**src/rtl/xmodem_pkg.sv**
```systemverilog
// xmodem_pkg: XMODEM protocol byte codes, block size and loader state encoding
package xmodem_pkg;
    localparam logic [7:0] SOH = 8'h01;
    localparam logic [7:0] EOT = 8'h04;
    localparam logic [7:0] ACK = 8'h06;
    localparam logic [7:0] NAK = 8'h15;
    localparam logic [7:0] CAN = 8'h18;
    localparam int BLOCK_SIZE = 128;
    typedef enum logic [3:0] {
        IDLE, WAIT_HDR, GET_BLK, GET_NBLK, GET_DATA, GET_CKSUM, CHECK, SEND, WAIT_TX, FINISH
    } state_t;
endpackage

```
**src/rtl/xmodem_word_packer.sv**
```systemverilog
// xmodem_word_packer: little-endian byte-to-word assembly with block byte index and write strobe
module xmodem_word_packer
    import xmodem_pkg::*;
#(
    parameter int NB_UART_DATA   = 8,
    parameter int NB_INSTRUCTION = 32
) (
    input  logic                                clk,
    input  logic                                i_rst,
    input  logic                                i_clear,
    input  logic                                i_valid,
    input  logic                                i_wr_en,
    input  logic [NB_UART_DATA-1:0]             i_byte,
    output logic                                o_last,
    output logic                                o_we,
    output logic [NB_INSTRUCTION-1:0]           o_word,
    output logic [$clog2(BLOCK_SIZE)-1:0]       o_word_idx
);
    localparam int BPW   = NB_INSTRUCTION / NB_UART_DATA;
    localparam int BPW_W = $clog2(BPW);
    localparam int IDX_W = $clog2(BLOCK_SIZE);

    logic [IDX_W-1:0]          r_idx;
    logic [NB_INSTRUCTION-1:0] r_shift;
    logic                      r_we;
    logic [IDX_W-1:0]          w_prev;

    always_ff @(posedge clk or negedge i_rst) begin
        if (!i_rst) begin
            r_idx   <= '0;
            r_shift <= '0;
            r_we    <= 1'b0;
        end else begin
            r_we <= i_valid & i_wr_en & (r_idx[BPW_W-1:0] == BPW_W'(BPW - 1));
            if (i_clear) begin
                r_idx <= '0;
            end else if (i_valid) begin
                r_idx   <= r_idx + 1'b1;
                r_shift <= {i_byte, r_shift[NB_INSTRUCTION-1:NB_UART_DATA]};
            end
        end
    end

    // index has already advanced past the word's last byte when the strobe fires
    assign w_prev     = r_idx - 1'b1;
    assign o_word_idx = {w_prev[IDX_W-1:BPW_W], BPW_W'(0)};
    assign o_last     = r_idx == IDX_W'(BLOCK_SIZE - 1);
    assign o_we       = r_we;
    assign o_word     = r_shift;
endmodule

```
**src/rtl/xmodem_loader.sv**
```systemverilog
// xmodem_loader: XMODEM-checksum receiver that writes 128-byte blocks into instruction memory
module xmodem_loader
    import xmodem_pkg::*;
#(
    parameter int NB_UART_DATA    = 8,
    parameter int NB_INSTRUCTION  = 32,
    parameter int IMEM_ADDR_WIDTH = 7,
    parameter int TIMEOUT_CYCLES  = 1000000,
    parameter int MAX_RETRY       = 10
) (
    input  logic                       clk,
    input  logic                       i_rst,
    input  logic                       i_start,
    input  logic [NB_UART_DATA-1:0]    i_uart_rx_data,
    input  logic                       i_uart_rx_empty,
    output logic                       o_uart_rd,
    output logic                       o_uart_wr,
    output logic [NB_UART_DATA-1:0]    o_uart_wdata,
    output logic                       o_uart_tx_start,
    input  logic                       i_uart_tx_done,
    output logic                       o_imem_we,
    output logic [IMEM_ADDR_WIDTH-1:0] o_imem_addr,
    output logic [NB_INSTRUCTION-1:0]  o_imem_wdata,
    output logic                       o_busy,
    output logic                       o_done,
    output logic                       o_error
);
    localparam int TW    = $clog2(TIMEOUT_CYCLES + 1);
    localparam int RW    = $clog2(MAX_RETRY + 1);
    localparam int IDX_W = $clog2(BLOCK_SIZE);
    localparam int AFW   = NB_UART_DATA + IDX_W;
    typedef logic [NB_UART_DATA-1:0] byte_t;

    state_t            r_state, w_next, r_ret, w_q_ret;
    logic              r_phase, r_error;
    byte_t             r_tx_byte, w_q_byte, r_blk, r_nblk, r_cksum, r_sum, r_expect;
    logic [RW-1:0]     r_retry;
    logic [RW:0]       w_retry_inc;
    logic [TW-1:0]     r_idle;
    logic              w_data_state, w_rd, w_timeout, w_q, w_fail, w_ok, w_init, w_clear, w_err_set;
    logic              w_hdr_ok, w_dup, w_sum_ok, w_last, w_pk_we;
    logic [IDX_W-1:0]  w_word_idx;
    logic [AFW-1:0]    w_addr_full;

    assign w_data_state = r_state inside {GET_BLK, GET_NBLK, GET_DATA, GET_CKSUM};
    assign w_rd         = (w_data_state | (r_state == WAIT_HDR)) & ~i_uart_rx_empty;
    assign w_timeout    = w_data_state & i_uart_rx_empty & (r_idle == TW'(TIMEOUT_CYCLES - 1));
    assign w_hdr_ok     = byte_t'(r_blk + r_nblk) == '1;
    assign w_dup        = r_blk == byte_t'(r_expect - 1'b1);
    assign w_sum_ok     = r_sum == r_cksum;
    assign w_retry_inc  = {1'b0, r_retry} + 1'b1;

    always_comb begin
        w_next          = r_state;
        w_q             = 1'b0;
        w_q_byte        = byte_t'(NAK);
        w_q_ret         = WAIT_HDR;
        w_fail          = w_timeout;
        w_clear         = w_timeout;
        w_ok            = 1'b0;
        w_init          = 1'b0;
        w_err_set       = 1'b0;
        o_uart_wr       = 1'b0;
        o_uart_tx_start = 1'b0;
        o_done          = 1'b0;
        case (r_state)
            IDLE: begin
                w_init = i_start;
                w_q    = i_start;
            end
            WAIT_HDR: if (w_rd) begin
                if (i_uart_rx_data == byte_t'(SOH)) begin
                    w_next  = GET_BLK;
                    w_clear = 1'b1;
                end else if (i_uart_rx_data == byte_t'(EOT)) begin
                    w_q      = 1'b1;
                    w_q_byte = byte_t'(ACK);
                    w_q_ret  = FINISH;
                end else if (i_uart_rx_data == byte_t'(CAN)) begin
                    w_err_set = 1'b1;
                    w_next    = IDLE;
                end
            end
            GET_BLK:   if (w_rd) w_next = GET_NBLK;
            GET_NBLK:  if (w_rd) w_next = GET_DATA;
            GET_DATA:  if (w_rd && w_last) w_next = GET_CKSUM;
            GET_CKSUM: if (w_rd) w_next = CHECK;
            CHECK: begin
                w_ok     = w_hdr_ok & w_sum_ok & (r_blk == r_expect);
                w_q      = w_hdr_ok & w_sum_ok & ((r_blk == r_expect) | w_dup);
                w_q_byte = byte_t'(ACK);
                w_fail   = ~w_q;
            end
            SEND: begin
                o_uart_wr       = ~r_phase;
                o_uart_tx_start = r_phase;
                if (r_phase) w_next = WAIT_TX;
            end
            WAIT_TX: if (i_uart_tx_done) w_next = r_ret;
            FINISH: begin
                o_done = 1'b1;
                w_next = IDLE;
            end
            default: w_next = IDLE;
        endcase
        if (w_fail) begin
            w_q      = 1'b1;
            w_q_byte = byte_t'(NAK);
            if (w_retry_inc >= (RW + 1)'(MAX_RETRY)) begin
                w_q_byte  = byte_t'(CAN);
                w_q_ret   = IDLE;
                w_err_set = 1'b1;
            end
        end
        if (w_q) w_next = SEND;
    end

    always_ff @(posedge clk or negedge i_rst) begin
        if (!i_rst) begin
            r_state   <= IDLE;
            r_ret     <= IDLE;
            r_phase   <= 1'b0;
            r_error   <= 1'b0;
            r_tx_byte <= '0;
            r_blk     <= '0;
            r_nblk    <= '0;
            r_cksum   <= '0;
            r_sum     <= '0;
            r_expect  <= '0;
            r_retry   <= '0;
            r_idle    <= '0;
        end else begin
            r_state <= w_next;
            r_phase <= (r_state == SEND) & ~r_phase;
            r_idle  <= (w_data_state & ~w_rd) ? r_idle + 1'b1 : '0;
            if (w_q) begin
                r_tx_byte <= w_q_byte;
                r_ret     <= w_q_ret;
            end
            if (w_init) begin
                r_expect <= byte_t'(1);
                r_retry  <= '0;
            end else if (w_ok) begin
                r_expect <= r_expect + 1'b1;
                r_retry  <= '0;
            end else if (w_fail) begin
                r_retry <= w_retry_inc[RW-1:0];
            end
            if (w_init) r_error <= 1'b0;
            else if (w_err_set) r_error <= 1'b1;
            if (w_rd && r_state == GET_BLK) r_blk <= i_uart_rx_data;
            if (w_rd && r_state == GET_NBLK) r_nblk <= i_uart_rx_data;
            if (w_rd && r_state == GET_CKSUM) r_cksum <= i_uart_rx_data;
            if (w_clear) r_sum <= '0;
            else if (w_rd && r_state == GET_DATA) r_sum <= r_sum + i_uart_rx_data;
        end
    end

    xmodem_word_packer #(
        .NB_UART_DATA  (NB_UART_DATA),
        .NB_INSTRUCTION(NB_INSTRUCTION)
    ) u_packer (
        .clk       (clk),
        .i_rst     (i_rst),
        .i_clear   (w_clear),
        .i_valid   (w_rd & (r_state == GET_DATA)),
        .i_wr_en   (w_hdr_ok & ~w_dup),
        .i_byte    (i_uart_rx_data),
        .o_last    (w_last),
        .o_we      (w_pk_we),
        .o_word    (o_imem_wdata),
        .o_word_idx(w_word_idx)
    );

    assign w_addr_full  = {byte_t'(r_blk - 1'b1), IDX_W'(0)} + AFW'(w_word_idx);
    assign o_imem_we    = w_pk_we;
    assign o_imem_addr  = w_pk_we ? IMEM_ADDR_WIDTH'(w_addr_full) : '0;
    assign o_uart_rd    = w_rd;
    assign o_uart_wdata = r_tx_byte;
    assign o_busy       = r_state != IDLE;
    assign o_error      = r_error;
endmodule

```
**config.mk**
```make
export PLATFORM = sky130hd
export DESIGN_NAME = xmodem_loader
export DESIGN_NICKNAME = d
export VERILOG_FILES = /design/src/rtl/xmodem_pkg.sv /design/src/rtl/xmodem_word_packer.sv /design/src/rtl/xmodem_loader.sv
export SDC_FILE = /design/constraint.sdc
export NUM_CORES = 1
export LEC_CHECK = 0
export ABC_AREA = 1
export CAP_MARGIN = 40
export CORE_MARGIN = 4
export CORE_UTILIZATION = 35
export DETAILED_ROUTE_END_ITERATION = 7
export HOLD_SLACK_MARGIN = 0.12
export SETUP_SLACK_MARGIN = 0.2
export SYNTH_ARGS = -nofsm -noshare
export SYNTH_HDL_FRONTEND = slang
export SYNTH_SLANG_ARGS = --single-unit
export TNS_END_PERCENT = 100
```
**constraint.sdc**
```tcl
create_clock -name clk -period 6.99 [get_ports clk]
set_clock_uncertainty 0.1 [all_clocks]
set_input_delay 1.7475 -clock clk [delete_from_list [all_inputs] [get_ports clk]]
set_output_delay 1.7475 -clock clk [all_outputs]
set_load 0.03 [all_outputs]
```
After elaboration in Yosys (flattened, before gate mapping)
Cells that the tools add are included.

$lt $le $gt $ge: 1. Reductions and logical operators: 16. Multiply operators: 0. Multiplexer cells: 58. Bitwise gates (word level): 20. Div/mod/pow operators: 0. Equal/unequal tests: 29. Add/subtract/negate cells: 9. Shift-type cells: 0.

Operators with widths (number): $mux 4 (21); $mux 8 (5); $pmux 4 s8 (1); $eq 8x8->1 (3); $mux 1 (22); $mux 7 (3); $ne 3x3->1 const B (7); $add 20x1->20 const B (1); $eq 20x20->1 const B (1); $mux 20 (1); $add 8x8->8 (2); $eq 4x3->1 const B (4); $mux 5 (3); $and 1x1->1 (12); $pmux 5 s2 (1); $reduce_and 10->1 (1); $add 8x1->8 const B (1); $eq 4x2->1 const B (2); $eq 4x4->1 const B (2); $eq 8x1->1 const B (1); $eq 8x3->1 const B (1); $eq 8x5->1 const B (1); $eq 8x8->1 const B (1); $reduce_bool 2->1 (4); other kinds (21) (32).

Word-level logic and storage cells: 148. Bits in latches: 0. RAM bits: 0. Input bits: 13. Bits in registers: 122. Memory bits (read-only): 0. Memories: 0.

Depth between registers and ports, before layout
Gate-level depths: netlist of the first run.

Depth in word-level cells: 10. Gate-level depth with buffers: 16.

By module
Synthesis of the first run repeated with hierarchy kept, for this count alone.

Cell total of the unflattened synthesis: 841. Area total of the unflattened synthesis: 6723.9 sq um.

By module, submodules not included: xmodem_loader (cells each 651, area each 4917.2 sq um, times used 1); xmodem_word_packer (cells each 190, area each 1806.7 sq um, times used 1).

Least setup slack after synthesis of the first run
OpenSTA, ideal clock, no wires.

Kind: input-to-output. Start point: input port i_uart_rx_empty. End point: output port o_uart_rd. Setup slack: 2.982 ns. Cell stages on the path: 1. Path buffers: 0. Data required time: 5.142 ns. Data arrival time: 2.161 ns. Cell sequence: nor2_1.

Word-level cells in the longest chain between the ends: 2.

RTL lines: start: declaration (RTL line xmodem_loader.sv:15) `input logic i_uart_rx_empty,`; $not 1->1 (RTL line xmodem_loader.sv:46) `assign w_rd = (w_data_state | (r_state == WAIT_HDR)) & ~i_uart_rx_empty;`; $and 1x1->1 (RTL line xmodem_loader.sv:46); end: declaration (RTL line xmodem_loader.sv:16) `output logic o_uart_rd,`.

Every way passes these cells.

Worst setup path after layout of the first run
Ends and elaborated chain as after synthesis.

==> summary by stage, run 1 <==
Run status
The run finished with clean final reports.

Run
The tool flagged a number of max-cap violations equal to 0.

Clock tree
At the later pin of the worst-skew pair, clock insertion delay measures 410 ps. The CTS tree is yes. The tree is rooted in a clkbuf_16.

Clock tree synthesis inserted a total of 17 buffers. The clock-pin slew on the worst setup and hold paths is 60 ps. Buffers added to address setup during post-CTS repair amount to 0. The hold-fix buffer count after cts is 0. The clock drives 116 sinks.

After clock tree synthesis, the repair step resized 0 gates. The buffer levels on the longest clock path is 2. CTS built an H-tree with a depth of 4.

Worst setup path
In this run the worst path has a maximum fanout of 5. The critical path launch point type is an input pin. The setup path with the least slack is of type in -> out.

For the worst setup path, the data required time is 5140 ps. The worst endpoint data arrival time is 3110 ps. The type of destination of the critical path is an output pin.

Yosys
In this run the mean area of a mapped cell was 7.89 um2. The fraction of synthesized cell area in xor and xnor cells is 4.39%. Counting distinct cell types in the post-synthesis netlist gives 42. Summing the areas of all compound-gate instances in the mapped netlist gives 10.5% of the synthesized area. For this run, asynchronously set or reset flops after synthesis account for 100%. The count of flip-flops with a built-in enable after synthesis is 0. The adder-cell share of the synthesized area is 4.60%. In the synthesized netlist the dominant register cell turns out to be dfrtp_1. After synthesis, the largest family of logic cells by area is simple AND/OR/NAND/NOR gates.

The synthesized flop and latch total is 116. The share of the yosys chip area belonging to registers is 44.1%. Measured against the total synthesized area, the mux share comes to 0%. Synthesis produced 834 cells. By area the synthesized netlist is led by dfrtp_1 44%, nand2_1 12%, inv_1 6.1%. In this run the cell area of the synthesized design comes to 6580 um2. Summing the areas of all and, or, nand and nor instances in the mapped netlist gives 27.6% of the synthesized area.

The cell type contributing the most total cell area after synthesis is dfrtp_1. The fraction of post-synthesis cell area in the top cell type by area is 44.1%. The number of warning messages in the yosys log is 0.

Timing
The final hold violation count is 0. Setup repair after global routing left no endpoint under its margin. For this run, the top clock speed supported by timing is 0.202 GHz. The total setup violations reported at the end of the flow is 0. The worst path needs 4950 ps of the cycle, external delays included. The transition time of the tightest slew-check pin is 731 ps.

Setup slack closes at 2040 ps. The relative max-transition margin is 51.2%. Setup total negative slack on the finished layout was measured at 0 ps. The share of the clock period used by the worst path after layout is 70.9%. The max-slew violation count is 0.

Power
The leakage power total is 3.84 nW. Dividing total power by cell area gives a power density of 449 nW/um2. Total power for the finished layout comes to 3.61 mW. The maximum resistive drop on vdd is 0.000235 V.

Placed design
Routability-driven placement finished with a final weighted congestion of 0.852. The total half-perimeter wirelength after legalization and detailed placement is 11,100 um. The total placed instance area is 7380 um2. Prior to clock tree synthesis, the placed netlist has a worst setup slack of 2030 ps. In this run the tool buffered the top-level ports with 61 buffer cells.

Floorplanning
After floorplanning, the core was divided into 49 placement rows. The die covers 21,100 um2. The initial standard-cell utilization of the core is 36.2%. In this run the standard cell core region covers 18,200 um2. The die outline height is 145 um.

In this run the count of I/O pins placed on the die edge is 67. The die extent in x is 145 um.

Routing
The count of nets left with antenna violations after detail routing is 0. Using the TritonRoute via totals, the vias-per-cell ratio works out to 4.78. The total DRC errors in the routed layout is 0. In the final routed layout, each cell accounts on average for 13.4 um. The final layout contains routed wiring with a total length of 15,300 um. For this run, the detailed router's first-pass iteration total came to 6.

The DRC violation total after the first TritonRoute iteration is 342. Summing over every cut layer, the via total after detailed routing is 5,435.

Cells and area
Measured on the finished design, the core utilization comes to 44.1%. The proportion of layout cells with a drive suffix above 1 is 8.69%. The library cells used most frequently in the layout, excluding fill and tap cells, are 217 x nand2_1, 116 x dfrtp_1, 107 x inv_1. The net count of the finished layout is 932. The layout overhead on the synthesized area is 22.0%. The area taken by flip-flops and latches is 2900 um2. The most common cell after layout, fill and taps aside is nand2_1. The antenna diode count is 0. Once layout is done, the placed cells without fillers occupy 8030 um2. The area occupied by multi-input gates is 3120 um2. Counting the fill cells in the layout gives 1,772.

Global route
The global-route layer with the greatest usage is met2. Global routing used 21.0% of the available met1 tracks. The maximum number of pins on one net before global-route repair is 52. The total overflow reported by the global router is 0. The global-route usage over all layers is 14.7%. Global routing consumed, on the met3 layer, 3.15% of the routing resources. The first global-routing pass estimated 25,500 um of wire. The number of global-route vias before repair is 5,103. The initial antenna violation count was 0. The met2 track demand over resource in global routing is 22.6%.

Min path
The class of the worst hold path is reg -> reg.
==> layer usage <==
metal,part of all wire (%),routed length (um)
met1,50,7700
met2,46,6990
met3,3.2,489
met4,0.78,119
met5,0,0
==> flip-flops by register name, summed over array words and instances, names as in the netlist <==
| name | flops |
|---|---|
| u_packer.o_word | 32 |
| r_idle | 20 |
| r_blk | 8 |
| r_cksum | 8 |
| r_expect | 8 |
| r_nblk | 8 |
| r_sum | 8 |
| u_packer.r_idx | 7 |
| o_uart_wdata | 4 |
| r_retry | 4 |
| r_state | 4 |
| r_ret | 2 |
| o_error | 1 |
| r_phase | 1 |
| u_packer.o_we | 1 |
==> logic make-up (layout without fill, tap and decap cells) <==
family | count (synthesis) | in the layout
other | 1 | 5
and+or+nand+nor | 396 | 396
buffers and inverters | 140 | 211
xor gates and xnor gates | 33 | 33
adders and majority gates | 23 | 23
AOI/OAI and AO/OA | 125 | 125
DFF | 116 | 116
==> synthesized netlist by cell type, types with 2 or more instances <==
cell type and n:
o21ai_1 5, buf_2 7, dfrtp_1 116, nor3_2 2
o211ai_1 3, nor2_2 10, a22o_1 3, o21ai_0 73
a21oi_1 28, nand2_4 2, xnor2_1 16, buf_4 6
nand2_1 217, nor2_4 5, o21bai_1 2, o21a_1 3
fa_1 2, nand3_2 9, nor3_1 21, o21ai_2 2
nand4_1 25, buf_6 3, nor2_1 60, inv_2 8
clkbuf_1 9, nand3b_1 2, inv_1 107, nor4_1 2
ha_1 21, xor2_1 17, nand3_1 37
==> path summary, 6_finish.rpt <==
| check | startpoint | endpoint | slack (ps) | cells past startpoint |
|---|---|---|---|---|
| worst max-delay path | i_uart_rx_empty | o_uart_rd | 2040 | 3 |
| worst min-delay path | r_phase | r_phase | 370 | 1 |
| worst max register to register | r_blk[0] | o_uart_wdata[3] | 4340 | 13 |
| worst min register to register | r_phase | r_phase | 370 | 1 |
| max in group asynchronous | i_rst | u_packer.o_word[26] | 4650 | 2 |
| min in group asynchronous | i_rst | r_cksum[4] | 1210 | 1 |
==> where the power goes <==
part	internal (mW)	switching, mW	total, mW	leakage [nW]
Clock	0.635	0.329	0.965	0.306
Combinational	0.584	0.918	1.50	2.05
Sequential	0.903	0.240	1.14	1.49
Total	2.12	1.49	3.61	3.84
==> stage by stage <==
step           hold WS (ps)  instances
2_1_floorplan           333        838
3_3_place_gp            356       1105
3_5_place_dp            362       1106
4_1_cts                 369       1138
5_1_grt                 398       1138
6_report                366       1138
==> critical path, cell delays in order <==
cell and delay, ps:
clkdlybuf4s50_1 530, nor2_1 150, clkdlybuf4s50_1 680
==> final cells by class <==
cell class                 instances  share of cell area [%]
clock buffer                      17                    5.30
clock inverter                    15                    2.85
inverter                         115                    5.37
multi-input combinational        582                    38.8
sequential                       116                    36.1
tap                              229                    3.57
timing repair buffer              64                    8.00
No activity file was read; power rests on OpenSTA's default activity.
==> run 2: changes to the inputs <==
==> constraint.sdc (replaced) <==
create_clock -name clk -period 4.9 [get_ports clk]
set_clock_uncertainty 0.1 [all_clocks]
set_input_delay 1.225 -clock clk [delete_from_list [all_inputs] [get_ports clk]]
set_output_delay 1.225 -clock clk [all_outputs]
set_load 0.03 [all_outputs]
==> run 2 against run 1 <==
Clock-buffer cell count is 2 higher. Die area did not move. First-iteration DRC count shrank 7.9%. Power grew 37%. Largest cell class unchanged. Largest power group unchanged.
==> summary by stage, run 2 (synthesized netlist as in run 1, its figures left out) <==
Cells and area
The count of nets after finishing was 932 (unchanged). The proportion of layout cells with a drive suffix above 1 is 8.58% (was 8.69%). The antenna diode count was 0 (unchanged). Commonest cells after routing, fill and taps aside: 217 x nand2_1, 116 x dfrtp_1, 107 x inv_1 (unchanged). The layout overhead on the synthesized area is 20.8% (was 22.0%). The area taken by flip-flops and latches is 2900 um2 (unchanged). The number of fill cells in the layout is 1,818 (was 1,772). The flip-flop count of the largest register after layout was 32 (unchanged). The area occupied by multi-input gates is 3120 um2 (unchanged). The most common cell after layout, fill and taps aside is nand2_1 (unchanged).

Clock tree
The CTS tree is yes (unchanged). The hold-fix buffer count after cts is 0 (unchanged). The buffer levels on the longest clock path is 2 (unchanged).

The clock latency on the worst-skew pair is 420 ps (was 410 ps). The deepest level of the CTS H-tree is 4 (unchanged). The number of clock buffers inserted by TritonCTS is 17 (unchanged). The post-CTS setup repair buffer count came to 0 (unchanged). The clock tree root driver cell is clkbuf_16 (unchanged). The number of clock sinks is 116 (unchanged). The clock-pin slew on the worst setup and hold paths is 50 ps (was 60 ps).

The post-CTS resize count is 0 (unchanged).

Routing
The per-cell routed wire length was 13.2 um (was 13.4 um). The number of vias after detailed routing is 5,346 (was 5,435). The count of nets left with antenna violations after detail routing is 0 (unchanged).

The DRC violation total after the first TritonRoute iteration came to 315 (was 342). The length of the first detailed-routing pass in iterations is 4 (was 6). The ratio of routed vias to standard cells is 4.70 (was 4.78). The total wire length is 15,100 um (was 15,300 um). The total DRC errors in the routed layout is 0 (unchanged).

Worst setup path
The maximum fanout count along the critical path came to 5 (unchanged). The critical path launch point type is an input pin (unchanged). The type of destination of the critical path is an output pin (unchanged). The endpoint required time on the critical path is 3580 ps (was 5140 ps).

The start-to-end type of the worst setup path is in -> out (unchanged). The worst endpoint data arrival time is 2570 ps (was 3110 ps).

Min path
The class of the worst hold path is reg -> reg (unchanged).

Power
The power density over cell area was 624 nW/um2 (was 449 nW/um2). The maximum resistive drop on vdd is 0.000291 V (was 0.000235 V). The leakage power total is 3.81 nW (was 3.84 nW).

Global route
The total overflow reported by the global router is 0 (unchanged). The wire length of the first global-routing pass is 26,800 um (was 25,500 um). The global-route usage over all layers is 15.3% (was 14.7%). The maximum number of pins on one net before global-route repair is 117 (was 52). The number of global-route vias before repair is 5,302 (was 5,103).

The initial antenna violation count was 0 (unchanged).

Run
The max-capacitance violation count came to 0 (unchanged).

Floorplanning
The placeable core region came to 18,200 um2 (unchanged). The floorplan row count is 49 (unchanged). The initial standard-cell utilization of the core is 36.2% (unchanged). The number of top-level pins is 67 (unchanged).

The total die area was 21,100 um2 (unchanged). The die outline height is 145 um (unchanged). The die extent in x is 145 um (unchanged).

Timing
The total setup violations reported at the end of the flow was 0 (unchanged). The transition time of the tightest slew-check pin was 649 ps (was 731 ps). Based on the critical path, the design can be clocked at up to 0.257 GHz. The worst path needs 3900 ps of the cycle, external delays included. The aggregate negative setup slack is 0 ps (unchanged). The final hold violation count is 0 (unchanged).

The max-slew violation count is 0 (unchanged). The share of the clock period used by the worst path after layout is 79.5%. The minimum setup slack in the final design was 1000 ps (was 2040 ps). Unrepaired setup endpoints after global routing: false (unchanged). The relative max-transition margin was 56.7% (was 51.2%).

Run status
Result of the run: complete, no violations (unchanged).

Placed design
The count of input and output buffers is 61 (unchanged). The pre-CTS setup slack is 992 ps (was 2030 ps). The global placer's final weighted congestion is 0.869 (was 0.852). The total half-perimeter wirelength after legalization and detailed placement came to 10,800 um (was 11,100 um).
[run 2: changes by cell type in the layout (fill, tap and decap cells not counted)]
cell	delta
bufinv_16	-4
clkinv_4	+3
clkinvlp_4	-3
clkbuf_1	+1
clkbuf_8	+1
clkinv_2	+1
inv_6	+1
[run 2: stage by stage]
| step | hold WS [ps] | cells | cell area, um2 | total power [mW] | util (%) |
|---|---|---|---|---|---|
| global placement | 360 | 1106 | 7380 | 3.77 | 40.5 |
| detailed placement | 369 | 1106 | 7380 | 3.80 | 40.5 |
| global route | 410 | 1138 | 7950 | 5.41 | 43.7 |
| finish | 372 | 1138 | 7950 | 4.96 | 43.7 |
| floorplan | 333 | 838 | 6600 | 3.16 | - |
| CTS | 377 | 1138 | 7950 | 5.02 | 43.7 |
[run 2: path summary, 6_finish.rpt]
kind                                      start         endpoint  slack (ps)  depth (start not counted)
max in group asynchronous                 i_rst       r_retry[0]        3430                          2
worst max register to register         r_blk[0]  o_uart_wdata[3]        2300                         13
worst min-delay path                    r_phase          r_phase         370                          1
min in group asynchronous                 i_rst         r_blk[4]         790                          2
worst max-delay path            i_uart_rx_empty        o_uart_rd        1000                          3
worst min register to register          r_phase          r_phase         370                          1
[run 2: layout make-up]
class	count	share of cell area, %
clock buffer	19	5.57
clock inverter	13	1.59
inverter	115	5.43
multi-input combinational	582	39.2
sequential	116	36.5
tap	229	3.60
timing repair buffer	64	8.09
[run 2: critical path, cell delays in order]
cell and delay, ps:
clkdlybuf4s50_1 530, nor2_1 140, clkdlybuf4s50_1 680
[run 2: per-layer routing]
layer | wire length (um) | vias to the layer above | track usage (%) | share of wire [%]
li1 | - | 2811 | - | -
met1 | 7650 | 2436 | 21.8 | 51
met2 | 6750 | 84 | 23.3 | 45
met3 | 474 | 15 | 3.49 | 3.1
met4 | 199 | 0 | 4.84 | 1.3
met5 | 0 | - | 0 | 0
[run 2: power breakdown]
group	switching [mW]	internal [mW]
sequential	0.341	1.29
combinational	1.31	0.836
clock	0.473	0.718
==> run 3: changes to the inputs <==
==> constraint.sdc (replaced) <==
create_clock -name clk -period 3.2 [get_ports clk]
set_clock_uncertainty 0.1 [all_clocks]
set_input_delay 0.8 -clock clk [delete_from_list [all_inputs] [get_ports clk]]
set_output_delay 0.8 -clock clk [all_outputs]
set_load 0.03 [all_outputs]
==> run 3 against run 2 <==
Non-clock buffer count grew 5. Critical endpoint unchanged. Sequential share of layout area shrank 0.25 points. Power grew 55%. Largest power group unchanged.
==> summary by stage, run 3 (synthesized netlist as in run 1, its figures left out) <==
Run status
Result of the run: complete, no violations (unchanged).

Floorplanning
The die extent in x came to 145 um (unchanged). The floorplan row count is 49 (unchanged). The initial standard-cell utilization of the core is 36.2% (unchanged).

The total die area is 21,100 um2 (unchanged). The placeable core region is 18,200 um2 (unchanged). The die outline height was 145 um (unchanged).

The number of top-level pins came to 67 (unchanged).

Worst setup path
The endpoint required time on the critical path was 2300 ps (was 3580 ps). The critical path launch point type was a flip-flop (was input pin). The path length in cells of the critical path is 6 (was 3). The minimum setup slack among reg-to-reg paths is 600 ps (was 2300 ps).

The family of cells with the greatest summed delay on the critical path is buffers and inverters (unchanged). The largest stage delay on the critical path is 470 ps (was 680 ps). The capture point of the worst reg-to-reg path was r_retry[0] (was o_uart_wdata[3]).

The maximum fanout count along the critical path was 7 (was 5). The buffers plus inverters on the worst setup path was 3 (was 2). The type of destination of the critical path is an output pin (unchanged). The worst-case reg-to-reg path depth is 15 (was 13). The cell type of the slowest stage on the worst timing path is dfrtp_1 (was clkdlybuf4s50_1). The most frequent cell on the critical path is inv_1 (was clkdlybuf4s50_1). Cell-by-cell listing of the critical path: nor2_4, inv_1, o21ai_2, inv_1, nor2_1, dlygate4sd2_1 (was clkdlybuf4s50_1, nor2_1, clkdlybuf4s50_1).

The worst endpoint data arrival time is 1980 ps (was 2570 ps). The start-to-end type of the worst setup path is reg -> out (was in -> out). The launch point of the worst reg-to-reg path is r_blk[0] (unchanged).

Timing
The final hold violation count is 0 (unchanged). The transition time of the tightest slew-check pin is 507 ps (was 649 ps). The max-slew violation count is 0 (unchanged). Based on the critical path, the design can be clocked at up to 0.347 GHz.

The total setup violations reported at the end of the flow is 0 (unchanged). The relative max-transition margin is 66.2% (was 56.7%). The tightest hold margin is 251 ps (was 372 ps). The clock period minus worst slack is 2880 ps.

Unrepaired setup endpoints after global routing: false (unchanged). The minimum setup slack in the final design is 316 ps (was 1000 ps). The aggregate negative setup slack came to 0 ps (unchanged). The share of the clock period used by the worst path after layout is 90.1%.

Routing
The DRC violation total after the first TritonRoute iteration came to 291 (was 315). The count of nets left with antenna violations after detail routing is 0 (unchanged). The length of the first detailed-routing pass in iterations came to 5 (was 4). The number of vias after detailed routing is 5,456 (was 5,346).

The total DRC errors in the routed layout is 0 (unchanged). The total wire length came to 15,100 um (about the same). The per-cell routed wire length is 13.2 um (about the same). The ratio of routed vias to standard cells came to 4.79 (was 4.70).

Cells and area
Commonest cells after routing, fill and taps aside: 216 x nand2_1, 116 x dfrtp_1, 107 x inv_1 (was 217 x nand2_1, 116 x dfrtp_1, 107 x inv_1). The count of nets after finishing is 937 (was 932). The area occupied by multi-input gates came to 3120 um2 (about the same). The proportion of layout cells with a drive suffix above 1 is 9.00% (was 8.58%). The final instance area was 8000 um2 (was 7950 um2). The area taken by flip-flops and latches is 2900 um2 (unchanged). The antenna diode count is 0 (unchanged). The number of standard cells in the final layout excluding fillers is 1,140 (was 1,138). The layout overhead on the synthesized area is 21.6% (was 20.8%). The final cell utilization of the core was 44.0% (was 43.7%). The number of fill cells in the layout is 1,779 (was 1,818). The flip-flop count of the largest register after layout came to 32 (unchanged).

The most common cell after layout, fill and taps aside was nand2_1 (unchanged).

Power
The power density over cell area was 961 nW/um2 (was 624 nW/um2). The maximum resistive drop on vdd is 0.000512 V (was 0.000291 V). The internal power of the cells came to 4.50 mW (was 2.84 mW). The post-route total power is 7.69 mW (was 4.96 mW).

The power share of the sequential group is 32.6% (was 32.8%). The leakage power total is 3.92 nW (was 3.81 nW). The clock group share of total power is 24.7% (was 24.0%).

The share of power burned in combinational logic came to 42.7% (was 43.2%). The switching share of total power is 41.5% (was 42.7%). The switching power total is 3.19 mW (was 2.12 mW).

Run
The max-capacitance violation count came to 0 (unchanged).

Clock tree
The buffer levels on the longest clock path is 2 (unchanged). The number of clock buffers inserted by TritonCTS is 17 (unchanged). The clock-pin slew on the worst setup and hold paths came to 50 ps (about the same). The deepest level of the CTS H-tree is 4 (unchanged). The post-CTS setup repair buffer count is 0 (unchanged). The number of clock sinks is 116 (unchanged). The clock latency on the worst-skew pair is 420 ps (about the same). The clock tree root driver cell is clkbuf_16 (unchanged). The CTS tree is yes (unchanged). The hold-fix buffer count after cts is 0 (unchanged).

Placed design
The pre-CTS setup slack was 243 ps (was 992 ps). The count of input and output buffers is 61 (unchanged). The total placed instance area is 7420 um2 (was 7380 um2). The total half-perimeter wirelength after legalization and detailed placement came to 10,900 um (was 10,800 um).

The global placer's final weighted congestion is 0.855 (was 0.869). The total placed cells including tap cells is 1,111 (was 1,106).

Global route
The global-route usage over all layers is 15.0% (was 15.3%). The maximum number of pins on one net before global-route repair is 48 (was 117). The initial antenna violation count was 0 (unchanged). The wire length of the first global-routing pass is 26,100 um (was 26,800 um). The total overflow reported by the global router was 0 (unchanged). The number of global-route vias before repair is 5,409 (was 5,302).

Min path
The class of the worst hold path is in -> async (was reg -> reg).
run 3: cell types whose count changed in the layout (fill, tap and decap cells not counted), sizes merged:
cell,previous run,this run
inv,119,115
clkinvlp,1,3
buf,4,9
bufinv,1,3
clkdlybuf4s50,60,51
clkinv,7,3
dlygate4sd2,0,5
clkbuf,19,21
dlymetal6s2s,0,3
run 3: what timing repair did:
item | in CTS | in global routing
resized for setup | 6 | 6
endpoints found under the setup margin | 6 | 5
pin swaps | 0 | 0
run 3: layer usage:
| metal | track usage, % | up-vias | wire [um] |
|---|---|---|---|
| li1 | - | 2815 | - |
| met4 | 5.51 | 0 | 369 |
| met5 | 0 | - | 0 |
| met2 | 23.2 | 101 | 6740 |
| met3 | 3.96 | 26 | 493 |
| met1 | 20.4 | 2514 | 7450 |
run 3: area by class of cell:
class,instances,area share [%]
sequential,116,36.3
clock inverter,9,1.64
timing repair buffer,69,8.46
tap,229,3.58
clock buffer,20,5.71
multi-input combinational,582,39.0
inverter,115,5.39
run 3: power by group through the flow:
stage          sequential (mW)  combinational (mW)  clock, mW
2_1_floorplan             2.68                2.16          0
3_3_place_gp              2.52                3.27          0
3_5_place_dp              2.52                3.31          0
4_1_cts                   2.50                3.32       1.95
5_1_grt                   2.59                3.74       2.01
6_report                  2.50                3.28       1.90
run 3: how the worst max path moves through the flow:
stage | slack, ps | from | end
finish | 320 | r_state[3] | o_uart_rd
global route | 220 | r_state[3] | o_uart_rd
CTS | 250 | r_state[3] | o_uart_tx_start
detailed placement | 240 | i_uart_rx_data[0] | r_sum[6]
global placement | 260 | i_uart_rx_data[0] | r_sum[6]
floorplan | 880 | i_uart_rx_data[0] | r_sum[6]
